## src/rtl/lsu_pkg.sv

```systemverilog
// Shared types and constants for the load/store unit.
package lsu_pkg;

  localparam logic [1:0] SZ_B = 2'd0;
  localparam logic [1:0] SZ_H = 2'd1;
  localparam logic [1:0] SZ_W = 2'd2;
  localparam logic [1:0] SZ_D = 2'd3;

  localparam int MEM_BYTES_DEF = 5000;

  typedef enum logic [1:0] {
    S_IDLE,
    S_ACCESS,
    S_WRITE,
    S_RESP
  } state_e;

endpackage

```

## src/rtl/lsu_align.sv

```systemverilog
// Load extension and read-modify-write store merge.
module lsu_align
  import lsu_pkg::*;
(
  input  logic [1:0]  size_i,
  input  logic        unsigned_i,
  input  logic [63:0] rdata_i,
  input  logic [63:0] wdata_i,
  output logic [63:0] ext_o,
  output logic [63:0] merge_o
);

  logic sx;
  assign sx = !unsigned_i;

  always_comb begin
    ext_o   = rdata_i;
    merge_o = wdata_i;
    unique case (size_i)
      SZ_B: begin
        ext_o   = {{56{sx & rdata_i[7]}}, rdata_i[7:0]};
        merge_o = {rdata_i[63:8], wdata_i[7:0]};
      end
      SZ_H: begin
        ext_o   = {{48{sx & rdata_i[15]}}, rdata_i[15:0]};
        merge_o = {rdata_i[63:16], wdata_i[15:0]};
      end
      SZ_W: begin
        ext_o   = {{32{sx & rdata_i[31]}}, rdata_i[31:0]};
        merge_o = {rdata_i[63:32], wdata_i[31:0]};
      end
      SZ_D: begin
        ext_o   = rdata_i;
        merge_o = wdata_i;
      end
    endcase
  end

endmodule

```

## src/rtl/lsu.sv

```systemverilog
// Load/store unit: request FSM, range check and 64-bit RAM access.
module lsu
  import lsu_pkg::*;
#(
  parameter int MEM_BYTES = MEM_BYTES_DEF
) (
  input  logic        clk_i,
  input  logic        rst_i,
  input  logic        req_valid_i,
  output logic        req_ready_o,
  input  logic        req_we_i,
  input  logic [1:0]  req_size_i,
  input  logic        req_unsigned_i,
  input  logic [63:0] req_addr_i,
  input  logic [63:0] req_wdata_i,
  output logic        resp_valid_o,
  output logic [63:0] resp_rdata_o,
  output logic        resp_err_o,
  output logic [63:0] mem_addr_o,
  output logic [63:0] mem_wdata_o,
  output logic        mem_wen_o,
  input  logic [63:0] mem_rdata_i
);

  localparam logic [63:0] LIMIT = 64'(MEM_BYTES - 8);

  state_e      state_q;
  logic        we_q;
  logic [1:0]  size_q;
  logic        uns_q;
  logic        err_q;
  logic [63:0] wdata_q;
  logic        ready_q;
  logic        rvalid_q;
  logic        rerr_q;
  logic [63:0] rdata_q;
  logic [63:0] maddr_q;
  logic [63:0] mwdata_q;
  logic        wen_q;

  logic [63:0] ext;
  logic [63:0] merge;

  lsu_align u_align (
    .size_i     (size_q),
    .unsigned_i (uns_q),
    .rdata_i    (mem_rdata_i),
    .wdata_i    (wdata_q),
    .ext_o      (ext),
    .merge_o    (merge)
  );

  always_ff @(posedge clk_i) begin
    if (rst_i) begin
      state_q  <= S_IDLE;
      we_q     <= 1'b0;
      size_q   <= SZ_B;
      uns_q    <= 1'b0;
      err_q    <= 1'b0;
      wdata_q  <= '0;
      ready_q  <= 1'b1;
      rvalid_q <= 1'b0;
      rerr_q   <= 1'b0;
      rdata_q  <= '0;
      maddr_q  <= '0;
      mwdata_q <= '0;
      wen_q    <= 1'b0;
    end else begin
      unique case (state_q)
        S_IDLE: begin
          if (req_valid_i) begin
            we_q    <= req_we_i;
            size_q  <= req_size_i;
            uns_q   <= req_unsigned_i;
            wdata_q <= req_wdata_i;
            err_q   <= req_addr_i > LIMIT;
            maddr_q <= req_addr_i;
            ready_q <= 1'b0;
            state_q <= S_ACCESS;
          end
        end
        S_ACCESS: begin
          if (err_q || !we_q) begin
            rdata_q  <= err_q ? 64'd0 : ext;
            rerr_q   <= err_q;
            rvalid_q <= 1'b1;
            state_q  <= S_RESP;
          end else begin
            mwdata_q <= merge;
            wen_q    <= 1'b1;
            state_q  <= S_WRITE;
          end
        end
        S_WRITE: begin
          wen_q    <= 1'b0;
          rdata_q  <= '0;
          rerr_q   <= 1'b0;
          rvalid_q <= 1'b1;
          state_q  <= S_RESP;
        end
        S_RESP: begin
          rvalid_q <= 1'b0;
          rerr_q   <= 1'b0;
          ready_q  <= 1'b1;
          state_q  <= S_IDLE;
        end
      endcase
    end
  end

  // Write enable is gated by reset so an interrupted store never lands.
  assign mem_wen_o    = wen_q & ~rst_i;
  assign req_ready_o  = ready_q;
  assign resp_valid_o = rvalid_q;
  assign resp_err_o   = rerr_q;
  assign resp_rdata_o = rdata_q;
  assign mem_addr_o   = maddr_q;
  assign mem_wdata_o  = mwdata_q;

endmodule

```

## config.mk

```make
export PLATFORM = sky130hd
export DESIGN_NAME = lsu
export DESIGN_NICKNAME = d
export VERILOG_FILES = /design/src/rtl/lsu_pkg.sv /design/src/rtl/lsu_align.sv /design/src/rtl/lsu.sv
export SDC_FILE = /design/constraint.sdc
export NUM_CORES = 1
export LEC_CHECK = 0
export ABC_AREA = 1
export CAP_MARGIN = 20
export CORE_MARGIN = 3
export CORE_UTILIZATION = 41
export DETAILED_ROUTE_END_ITERATION = 10
export DONT_BUFFER_PORTS = 1
export PLACE_DENSITY_LB_ADDON = 0.1
export SLEW_MARGIN = 20
export SYNTH_ARGS = -nofsm -noshare
export SYNTH_HDL_FRONTEND = slang
export SYNTH_SLANG_ARGS = --single-unit
```

## constraint.sdc

```tcl
create_clock -name clk_i -period 2 [get_ports clk_i]
set_input_delay 0.4 -clock clk_i [delete_from_list [all_inputs] [get_ports clk_i]]
set_output_delay 0.4 -clock clk_i [all_outputs]
set_load 0.03 [all_outputs]
```

==> run metrics, run 1 <==
sequential fraction of the synthesis area=50.4%; post-detail-place hpwl=23.0 mm; DRT iter0 DRCs=a little under 600; slowest stage delay, CP=0.33 ns; DR vias/cell=a little over 5; Async S/R FF share, synth=0%; critical path required time=2.47 ns; simple-gate share of the synthesized area=24.9%; pre-CTS setup slack=approximately 0.12 ns; mux cell area share after synthesis=0%; clock network latency to the later pin of the worst-skew pair=approximately 0.54 ns; Post-Synth XOR/XNOR Area=0%; crit path capture type=register; final setup margin=0.190 ns; Slew Limit Fails=0; flops & latches, synth=267; Die Span Y=167 µm; max_cap viols=0; drt first pass iters=5; main combinational cell family by area after synthesis=simple AND/OR/NAND/NOR gates; part of the cycle the worst path needs=between 90% and 100%; via count=approximately 9300; nets@finish=1645; RSZ-0062 raised after global routing=no; Worst Path Arrival=approximately 2.3 ns; Adder-Cell Fraction of Synth Area=less than 1%; first-pass GRT wire length=51.7 mm; WHS=0.0220 ns; final hold viol count=0; CP cell instances=inv_1 > ha_1 > nand4_1 > nor2_4 > buf_12 > buf_12 > o21ai_0 > a21oi_1; largest net degree at the start of global routing=77; global placement routability congestion=about 0.84; DRC Markers=0; clock-pin slew on the worst setup and hold paths=0.06 ns; Num Clock Sinks=267; Leak=4.94 nW; worst-path fanout max=20; worst slew pin tran=0.474 ns; Peak VDD IR=between 0.7 and 0.8 mV; post-synth cell types=29; global route overflow=0; IO Port Bufs=0; fillers=2632; CTS Buffer Depth=3; Worst path most repeated cell=buf_12; root buf cell=clkbuf_16; Finished Layout Cells=roughly 1800; Synth Area per Inst=7.32 µm²; core area=0.0253 mm²; total power=0.0183 W; placed cells=1703; most common cell after layout, fill and taps aside=nand2_1; Mapped Cells=1448; power density cells=1490 mW/mm²; post-synth net total=~1700; CTS Buf Count=30; antenna violations before repair=6; Site Rows=58; Setup TNS Final=0 ns; area grow syn2layout=16.2%; status=complete, no violations; Critical Path Slowest Stage Cell=dfxtp_1; Total GRT Usage=22.8%; Post-synth EDFFs=0; Setup violations, final=0; routed len/inst=approximately 19 µm; I/O pins=395; critical path startpoint category=register; r2r setup slk=0.19 ns; CTS tree=yes; Cell Area, Synth=0.0106 mm²; drt total wl=around 34 mm; synth warn=0; most frequent cells in the layout=nand2_1, nor2_1, dfxtp_1, o21ai_0, a21oi_1; complex-gate fraction of the synthesized area=16.5%; Initial Util=a little over two fifths; slew margin rel.=about two thirds; CTS HTree Levels=1; clk_skew=0.0122 ns; layout cells sized above 1=about 6.6%; Post-synth top flop=dfxtp_1; chip width=167 µm; Max Fclk=approximately 550 MHz; DIE AREA=0.0278 mm²; Setup Crit Path Kind=register to register; Period minus WS final=1.81 ns; vias in the first global route=8850; Worst Hold Class=input port to register; antenna viol nets, final=0
## routing by layer
metal	track usage, %	part of all wire [%]
met5	0	0
met4	6.89	3.3
met3	6.91	9.0
met2	37.8	46
met1	28.8	41
## area by class of cell
type,instances,area (µm²),area share [%]
Sequential cell,267,5350,43.4
Multi-Input combinational cell,1005,4490,36.4
Clock buffer,41,873,7.09
Timing Repair Buffer,65,790,6.41
Tap cell,330,413,3.35
Inverter,72,280,2.28
Clock inverter,10,111,0.904
Antenna cell,5,12.5,0.102
## registers in the layout (all words and copies together), names as in the netlist
| name | cells |
|---|---|
| mem_addr_o | 64 |
| mem_wdata_o | 64 |
| resp_rdata_o | 64 |
| wdata_q | 64 |
| size_q | 2 |
| state_q | 2 |
| err_q | 1 |
| req_ready_o | 1 |
| resp_err_o | 1 |
| resp_valid_o | 1 |
| uns_q | 1 |
| we_q | 1 |
| wen_q | 1 |
## critical path, delay by kind of cell (launching register included)
family | cells | cell delay [ns]
AO/OA/AOI/OAI | 2 | 0.22
adder cells (fa/ha/maj) | 1 | 0.32
buffers and inverters | 3 | 0.42
flip-flops | 1 | 0.33
AND/OR/NAND/NOR | 2 | 0.43
## path summary, 6_finish.rpt
check,start,to,depth (start not counted)
setup reg to reg,state_q[1],resp_rdata_o[8],8
hold reg to reg,wen_q,wen_q,2
hold / removal,req_addr_i[2],mem_addr_o[2],2
setup / recovery,state_q[1],resp_rdata_o[8],8
## kinds of logic after synthesis
family / count (synthesis)
AO/OA/AOI/OAI: 318
AND/OR/NAND/NOR: 682
buffers and inverters: 176
flip-flops: 267
adder cells (fa/ha/maj): 5
## through the flow
| stage | instance area, µm² | util [%] |
|---|---|---|
| after floorplan | 10600 | - |
| final | 12300 | 48.6 |
| after detailed placement | 10900 | 43.0 |
| after CTS | 12200 | 48.2 |
| after global placement | 10900 | 43.0 |
| after global routing | 12300 | 48.6 |
## Yosys cell counts (16+ instances only)
master    number  share of area (%)
nand2_1      353                 13
inv_1         67                2.4
nor2_1       279                9.9
buf_4         22                1.6
dfxtp_1      267                 50
clkbuf_1      51                1.8
a31oi_1       16               0.94
a21oi_1       89                4.2
nand3_1       43                2.0
o211ai_1      41                2.9
o21ai_0      160                7.6
buf_2         28                1.3
## what timing repair did
item	in CTS	in global routing
endpoints found under the setup margin	0	21
resized for setup	0	3
hold buffers	33	0
endpoints found under the hold margin	100	0
setup buffers	0	1
## power breakdown
group | switching [W] | total [W] | leakage (nW) | internal [W]
logic | 0.00268 | 0.00414 | 2.27 | 0.00146
registers | 0.00225 | 0.00872 | 2.19 | 0.00646
clock network | 0.00218 | 0.00546 | 0.484 | 0.00329
Power figures use the tool's default switching activity.
==> run 2, diff against run 1 <==
--- a/config.mk
+++ b/config.mk
@@ -11,6 +11,7 @@
 export CORE_UTILIZATION = 41
 export DETAILED_ROUTE_END_ITERATION = 10
 export DONT_BUFFER_PORTS = 1
+export HOLD_SLACK_MARGIN = 0.15
 export PLACE_DENSITY_LB_ADDON = 0.1
 export SLEW_MARGIN = 20
 export SYNTH_ARGS = -nofsm -noshare
==> run 2 against run 1 <==
Net effect:
- sequential power about the same
- die area unchanged
- register-to-register slack is essentially flat
- global-route usage grew 1.1 points
- clock power is essentially flat
- critical endpoint is now resp_rdata_o[12]
- cell area rose by 13%
- combinational power increased by 8.2%
- cell count up 9.1%
- count of clock-buffer cells in the layout stayed put
- sequential cell count unchanged
- setup slack worse by 0.012 ns
==> run metrics, run 2 (synthesized netlist as in run 1, its figures left out) <==
status=complete, no violations (unchanged); final hold viol count=0 (unchanged); Slew Limit Fails=0 (unchanged); Die Span Y=167 µm (unchanged); first-pass GRT wire length=54.8 mm (was 51.7 mm); antenna viol nets, final=0 (unchanged); core area=0.0253 mm² (unchanged); post-detail-place hpwl=23.0 mm (unchanged); Finished Layout Cells=1958 (was 1795); drt total wl=35.6 mm (was 34.0 mm); CTS HTree Levels=1 (unchanged); slew margin rel.=68.7% (was 68.3%); largest net degree at the start of global routing=77 (unchanged); worst slew pin tran=0.468 ns (was 0.474 ns); Initial Util=41.8% (unchanged); routed len/inst=18.2 µm (was 19.0 µm); placed cells=1703 (unchanged); clock network latency to the later pin of the worst-skew pair=0.55 ns (was 0.54 ns); Worst Hold Class=input port to register (unchanged); clock-pin slew on the worst setup and hold paths=0.06 ns (about the same); root buf cell=clkbuf_16 (unchanged); via count=10100 (was 9316); CTS Buffer Depth=3 (unchanged); CTS Buf Count=30 (unchanged); global placement routability congestion=0.843 (unchanged); vias in the first global route=9730 (was 8850); drt first pass iters=5 (unchanged); layout cells sized above 1=5.90% (was 6.58%); IO Port Bufs=0 (unchanged); Setup TNS Final=0 ns (unchanged); most common cell after layout, fill and taps aside=nand2_1 (unchanged); final setup margin=0.178 ns (was 0.190 ns); antenna violations before repair=3 (was 6); total power=0.0187 W (was 0.0183 W); pre-CTS setup slack=0.122 ns (unchanged); clk_skew=0.0192 ns (was 0.0122 ns); max_cap viols=0 (unchanged); critical path required time=2.46 ns (was 2.47 ns); Peak VDD IR=0.770 mV (was 0.764 mV); DIE AREA=0.0278 mm² (unchanged); most frequent cells in the layout=nand2_1, nor2_1, dfxtp_1, dlygate4sd3_1, o21ai_0 (was nand2_1, nor2_1, dfxtp_1, o21ai_0, a21oi_1); DRC Markers=0 (unchanged); Total GRT Usage=24.0% (was 22.8%); power density cells=1340 mW/mm² (was 1490 mW/mm²); Worst Path Arrival=2.29 ns (was 2.28 ns); nets@finish=1811 (was 1645); area grow syn2layout=31.8% (was 16.2%); critical path startpoint category=register (unchanged); I/O pins=395 (unchanged); Site Rows=58 (unchanged); CTS tree=yes (unchanged); Leak=5.63 nW (was 4.94 nW); DR vias/cell=5.14 (was 5.19); Max Fclk=549 MHz (was 552 MHz); Layout Utilization=55.1% (was 48.6%); global route overflow=0 (unchanged); crit path capture type=register (unchanged); Setup Crit Path Kind=register to register (unchanged); Period minus WS final=1.82 ns (was 1.81 ns); Setup violations, final=0 (unchanged); chip width=167 µm (unchanged); part of the cycle the worst path needs=91.1% (was 90.5%); Num Clock Sinks=267 (unchanged); worst-path fanout max=18 (was 20); DRT iter0 DRCs=698 (was 593)
run 2: path summary, 6_finish.rpt:
kind / start / end / slack (ns) / cells past startpoint
setup reg to reg: state_q[1] / resp_rdata_o[12] / 0.18 / 8
hold reg to reg: wen_q / wen_q / 0.46 / 2
hold / removal: mem_rdata_i[38] / resp_rdata_o[38] / 0.18 / 4
setup / recovery: state_q[1] / resp_rdata_o[12] / 0.18 / 8
run 2: repair_timing:
action                                 CTS  global route
endpoints found under the hold margin  266             0
setup endpoints to repair                0            21
gates resized for setup                  0             3
hold buffers                           199             0
buffers inserted                         0             1
run 2: report_power, final:
part | internal [W] | switching (W)
sequential | 0.00646 | 0.00227
combinational | 0.00168 | 0.00281
clock | 0.00329 | 0.00221
run 2: area by class of cell:
| class | count | area, µm² |
|---|---|---|
| fill | 2444 | 11400 |
| sequential | 267 | 5350 |
| multi-input combinational | 1005 | 4490 |
| timing repair buffer | 231 | 2450 |
| clock buffer | 41 | 873 |
| tap | 330 | 413 |
| inverter | 72 | 280 |
| clock inverter | 10 | 111 |
| antenna | 2 | 5.00 |
run 2: through the flow:
stage / instance area, µm² / hold slack [ns]
after global placement: 10900 / 0.442
final: 14000 / 0.182
after CTS: 13900 / 0.157
after floorplan: 10600 / 0.430
after detailed placement: 10900 / 0.448
after global routing: 14000 / 0.175
run 2: worst max-delay path, cell delays in order (launching register included):
cell	delay, ns
dfxtp_1	0.34
inv_1	0.12
ha_1	0.31
nand4_1	0.25
nor2_4	0.17
buf_12	0.15
buf_12	0.15
o21ai_0	0.09
a21oi_1	0.15
run 2: per-layer routing:
metal	up-vias	track usage [%]	share of wire (%)
met2	388	40.9	47
li1	4991	-	-
met5	-	0	0.020
met1	4604	30.0	42
met4	2	6.38	2.8
met3	72	6.67	8.2
==> run 3, diff against run 2 <==
--- a/config.mk
+++ b/config.mk
@@ -5,7 +5,6 @@
 export SDC_FILE = /design/constraint.sdc
 export NUM_CORES = 1
 export LEC_CHECK = 0
-export ABC_AREA = 1
 export CAP_MARGIN = 20
 export CORE_MARGIN = 3
 export CORE_UTILIZATION = 41
==> run 3 against run 2 <==
Net effect:
- the flow now finishes with violations (hold timing)
- count of clock-buffer cells in the layout grew 5
- non-clock buffer count shrank 75
- clock skew shrank 0.0094 ns
- global-route usage shrank 0.63 points
- setup slack lost 0.050 ns
- cell area shrank 6.8%
- critical path type unchanged
- largest cell class unchanged
- highest routed layer is now met4
==> run metrics, run 3 <==
CP cell instances=inv_1 > ha_2 > or2_2 > a21oi_1 > a211oi_1 > dlygate4sd3_1 (was inv_1 > ha_1 > nand4_1 > nor2_4 > buf_12 > buf_12 > o21ai_0 > a21oi_1); Num Clock Sinks=267 (unchanged); nets@finish=1587 (was 1811); Yosys top cell by area=dfxtp_1 (unchanged); worst slew pin tran=0.584 ns (was 0.468 ns); area grow syn2layout=24.4% (was 31.8%); RR Endpoint=state_q[0] (was resp_rdata_o[12]); Post-synth top flop=dfxtp_1 (unchanged); flops & latches, synth=267 (unchanged); slowest stage delay, CP=0.56 ns (was 0.34 ns); drt first pass iters=5 (unchanged); worst reg2reg path startpoint=state_q[1] (unchanged); Post-CTS Setup Inserts=0 (unchanged); Cell Area, Synth=0.0105 mm² (was 0.0106 mm²); Die Span Y=166 µm (was 167 µm); Setup TNS Final=0 ns (unchanged); most frequent cells in the layout=nand2_1, dfxtp_1, a21oi_1, dlygate4sd3_1, nor2_1 (was nand2_1, nor2_1, dfxtp_1, dlygate4sd3_1, o21ai_0); synth cell count leaders=nand2_1, dfxtp_1, a21oi_1 (was nand2_1, nor2_1, dfxtp_1); DRC Markers=0 (unchanged); Mapped Cells=1312 (was 1448); post-detail-place hpwl=22.3 mm (was 23.0 mm); Slew Limit Fails=0 (unchanged); Post-Synth XOR/XNOR Area=0% (unchanged); post-synth net total=1516 (was 1652); clock-pin slew on the worst setup and hold paths=0.06 ns (about the same); Worst Path Arrival=2.31 ns (was 2.29 ns); clock network latency to the later pin of the worst-skew pair=0.54 ns (was 0.55 ns); Period minus WS final=1.87 ns (was 1.82 ns); critical path required time=2.43 ns (was 2.46 ns); chip width=166 µm (was 167 µm); CTS Buf Count=29 (was 30); Finished Layout Cells=1729 (was 1958); CTS Buffer Depth=3 (unchanged); most common cell after layout, fill and taps aside=nand2_1 (unchanged); Async S/R FF share, synth=0% (unchanged); critical path startpoint category=register (unchanged); WHS=-0.0730 ns (was 0.182 ns); Multi-input gate area=0.00470 mm² (was 0.00449 mm²); mux cell area share after synthesis=1.63% (was 0%); via count=9555 (was 10100); Worst Hold Class=input port to register (unchanged); drt total wl=35.9 mm (was 35.6 mm); r2r setup slk=0.13 ns (was 0.18 ns); WHS Endpoint=mem_wdata_o[33] (was resp_rdata_o[38]); Adder-Cell Fraction of Synth Area=0.598% (was 0.590%); Peak VDD IR=0.857 mV (was 0.770 mV); largest net degree at the start of global routing=269 (was 77); root buf cell=clkbuf_16 (unchanged); CTS tree=yes (unchanged); power density cells=1350 mW/mm² (was 1340 mW/mm²); CTS HTree Levels=1 (unchanged); Initial Util=42.4% (was 41.8%); synth warn=0 (unchanged); first-pass GRT wire length=52.4 mm (was 54.8 mm); worst-path fanout max=7 (was 18); Leak=4.70 nW (was 5.63 nW); DRT iter0 DRCs=691 (was 698); placed cells=1549 (was 1703); simple-gate share of the synthesized area=22.8% (was 24.9%); Setup violations, final=0 (unchanged); Synth Area per Inst=7.97 µm² (was 7.32 µm²); complex-gate fraction of the synthesized area=19.2% (was 16.5%); layout cells sized above 1=6.55% (was 5.90%); global route overflow=0 (unchanged); antenna violations before repair=1 (was 3); DIE AREA=0.0275 mm² (was 0.0278 mm²); part of the cycle the worst path needs=93.6% (was 91.1%); post-synth cell types=34 (was 29); R2R cell count=6 (was 8); Max Fclk=534 MHz (was 549 MHz); antenna viol nets, final=0 (unchanged); ranking of synthesized cells by area=dfxtp_1, nand2_1, a21oi_1 (was dfxtp_1, nand2_1, nor2_1); register area=0.00535 mm² (about the same); Site Rows=57 (was 58); I/O pins=395 (unchanged); Post-synth EDFFs=0 (unchanged); Yosys top cell area share=51.1% (was 50.4%); Setup Crit Path Kind=register to register (unchanged); vias in the first global route=8678 (was 9730); Worst Hold Path Cells=1 (was 4); DR vias/cell=5.53 (was 5.14); slew margin rel.=61.1% (was 68.7%); routed len/inst=20.8 µm (was 18.2 µm); sequential fraction of the synthesis area=51.1% (was 50.4%); main combinational cell family by area after synthesis=simple AND/OR/NAND/NOR gates (unchanged); final hold viol count=25 (was 0); most common cell in the netlist=nand2_1 (unchanged); RSZ-0062 raised after global routing=no; clk_skew=0.00983 ns (was 0.0192 ns); Total GRT Usage=23.3% (was 24.0%); status=finished, violations left (was complete, no violations); fillers=2362 (was 2444); IO Port Bufs=0 (unchanged); max_cap viols=0 (unchanged); crit path capture type=register (unchanged); global placement routability congestion=0.779 (was 0.843); hold path startpoint=rst_i (was mem_rdata_i[38]); core area=0.0247 mm² (was 0.0253 mm²); Critical Path Slowest Stage Cell=dlygate4sd3_1 (was dfxtp_1); failing checks=hold timing
-- run 3: cell count changes after synthesis, moves of 33 or more --
cell / delta
a21oi_1: +114
a311oi_1: +38
clkbuf_1: +45
inv_1: -65
nor2_1: -208
o211ai_1: -41
o21ai_0: -127
o31ai_1: +33
-- run 3: metrics by stage --
stage	power (W)	hold slack, ns	utilization [%]	setup slack (ns)	cell area (µm²)
2_1_floorplan	0.0108	0.432	-	0.120	10500
3_3_place_gp	0.0120	0.438	43.6	-0.0220	10800
3_5_place_dp	0.0121	0.441	43.6	-0.0930	10800
4_1_cts	0.0175	-0.0723	48.1	0.0211	11900
5_1_grt	0.0184	-0.0848	52.7	0.0128	13000
6_report	0.0176	-0.0730	52.7	0.127	13000
-- run 3: final cells by class --
type / instances / share of cell area [%]
Clock buffer: 46 / 6.76
Clock inverter: 6 / 0.481
Tap cell: 324 / 3.12
Inverter: 2 / 0.0577
Multi-Input combinational cell: 927 / 36.1
Sequential cell: 267 / 41.1
Antenna cell: 1 / 0.0192
Timing Repair Buffer: 156 / 12.3
-- run 3: metal layers --
layer	wire, µm	GRT usage [%]	vias up
li1	-	-	4638
met1	14100	28.5	4472
met2	17600	39.8	384
met3	3180	7.97	61
met4	1000	5.57	0
met5	0	0	-
-- run 3: logic make-up (layout without fill, tap and decap cells) --
group                    count (synthesis)  count (layout)
adder cells (fa/ha/maj)                  5               5
AO/OA/AOI/OAI                          340             341
flip-flops                             267             267
multiplexers                            17              17
AND/OR/NAND/NOR                        564             564
buffers and inverters                  119             210
other                                    0               1
-- run 3: worst max-delay path, delay by kind of cell (launching register included) --
kind,cells,cell delay (ns)
buffers and inverters,2,0.66
flip-flops,1,0.36
adder cells (fa/ha/maj),1,0.24
AND/OR/NAND/NOR,1,0.28
AO/OA/AOI/OAI,2,0.21
-- run 3: repair_timing --
item                       4_1_cts  5_1_grt
setup endpoints to repair       41       66
resized for setup                2        4
cloned                           1        1
hold buffers                    14      111
hold endpoints to repair       267      265
pin swaps                        1        0
-- run 3: worst max-delay path by stage --
stage,endpoint,cells past startpoint,start,slack (ns)
floorplan,resp_rdata_o[59],8,state_q[0],0.12
global placement,resp_rdata_o[31],6,state_q[1],-0.02
detailed placement,resp_rdata_o[24],6,state_q[1],-0.09
CTS,resp_rdata_o[24],7,state_q[1],0.02
global route,resp_rdata_o[22],7,state_q[1],0.01
finish,state_q[0],6,state_q[1],0.13
-- run 3: power breakdown --
group / switching, W / total [W] / internal (W)
clock: 0.00217 / 0.00529 / 0.00312
combinational: 0.00231 / 0.00370 / 0.00139
sequential: 0.00224 / 0.00858 / 0.00634
total: 0.00672 / 0.0176 / 0.0108
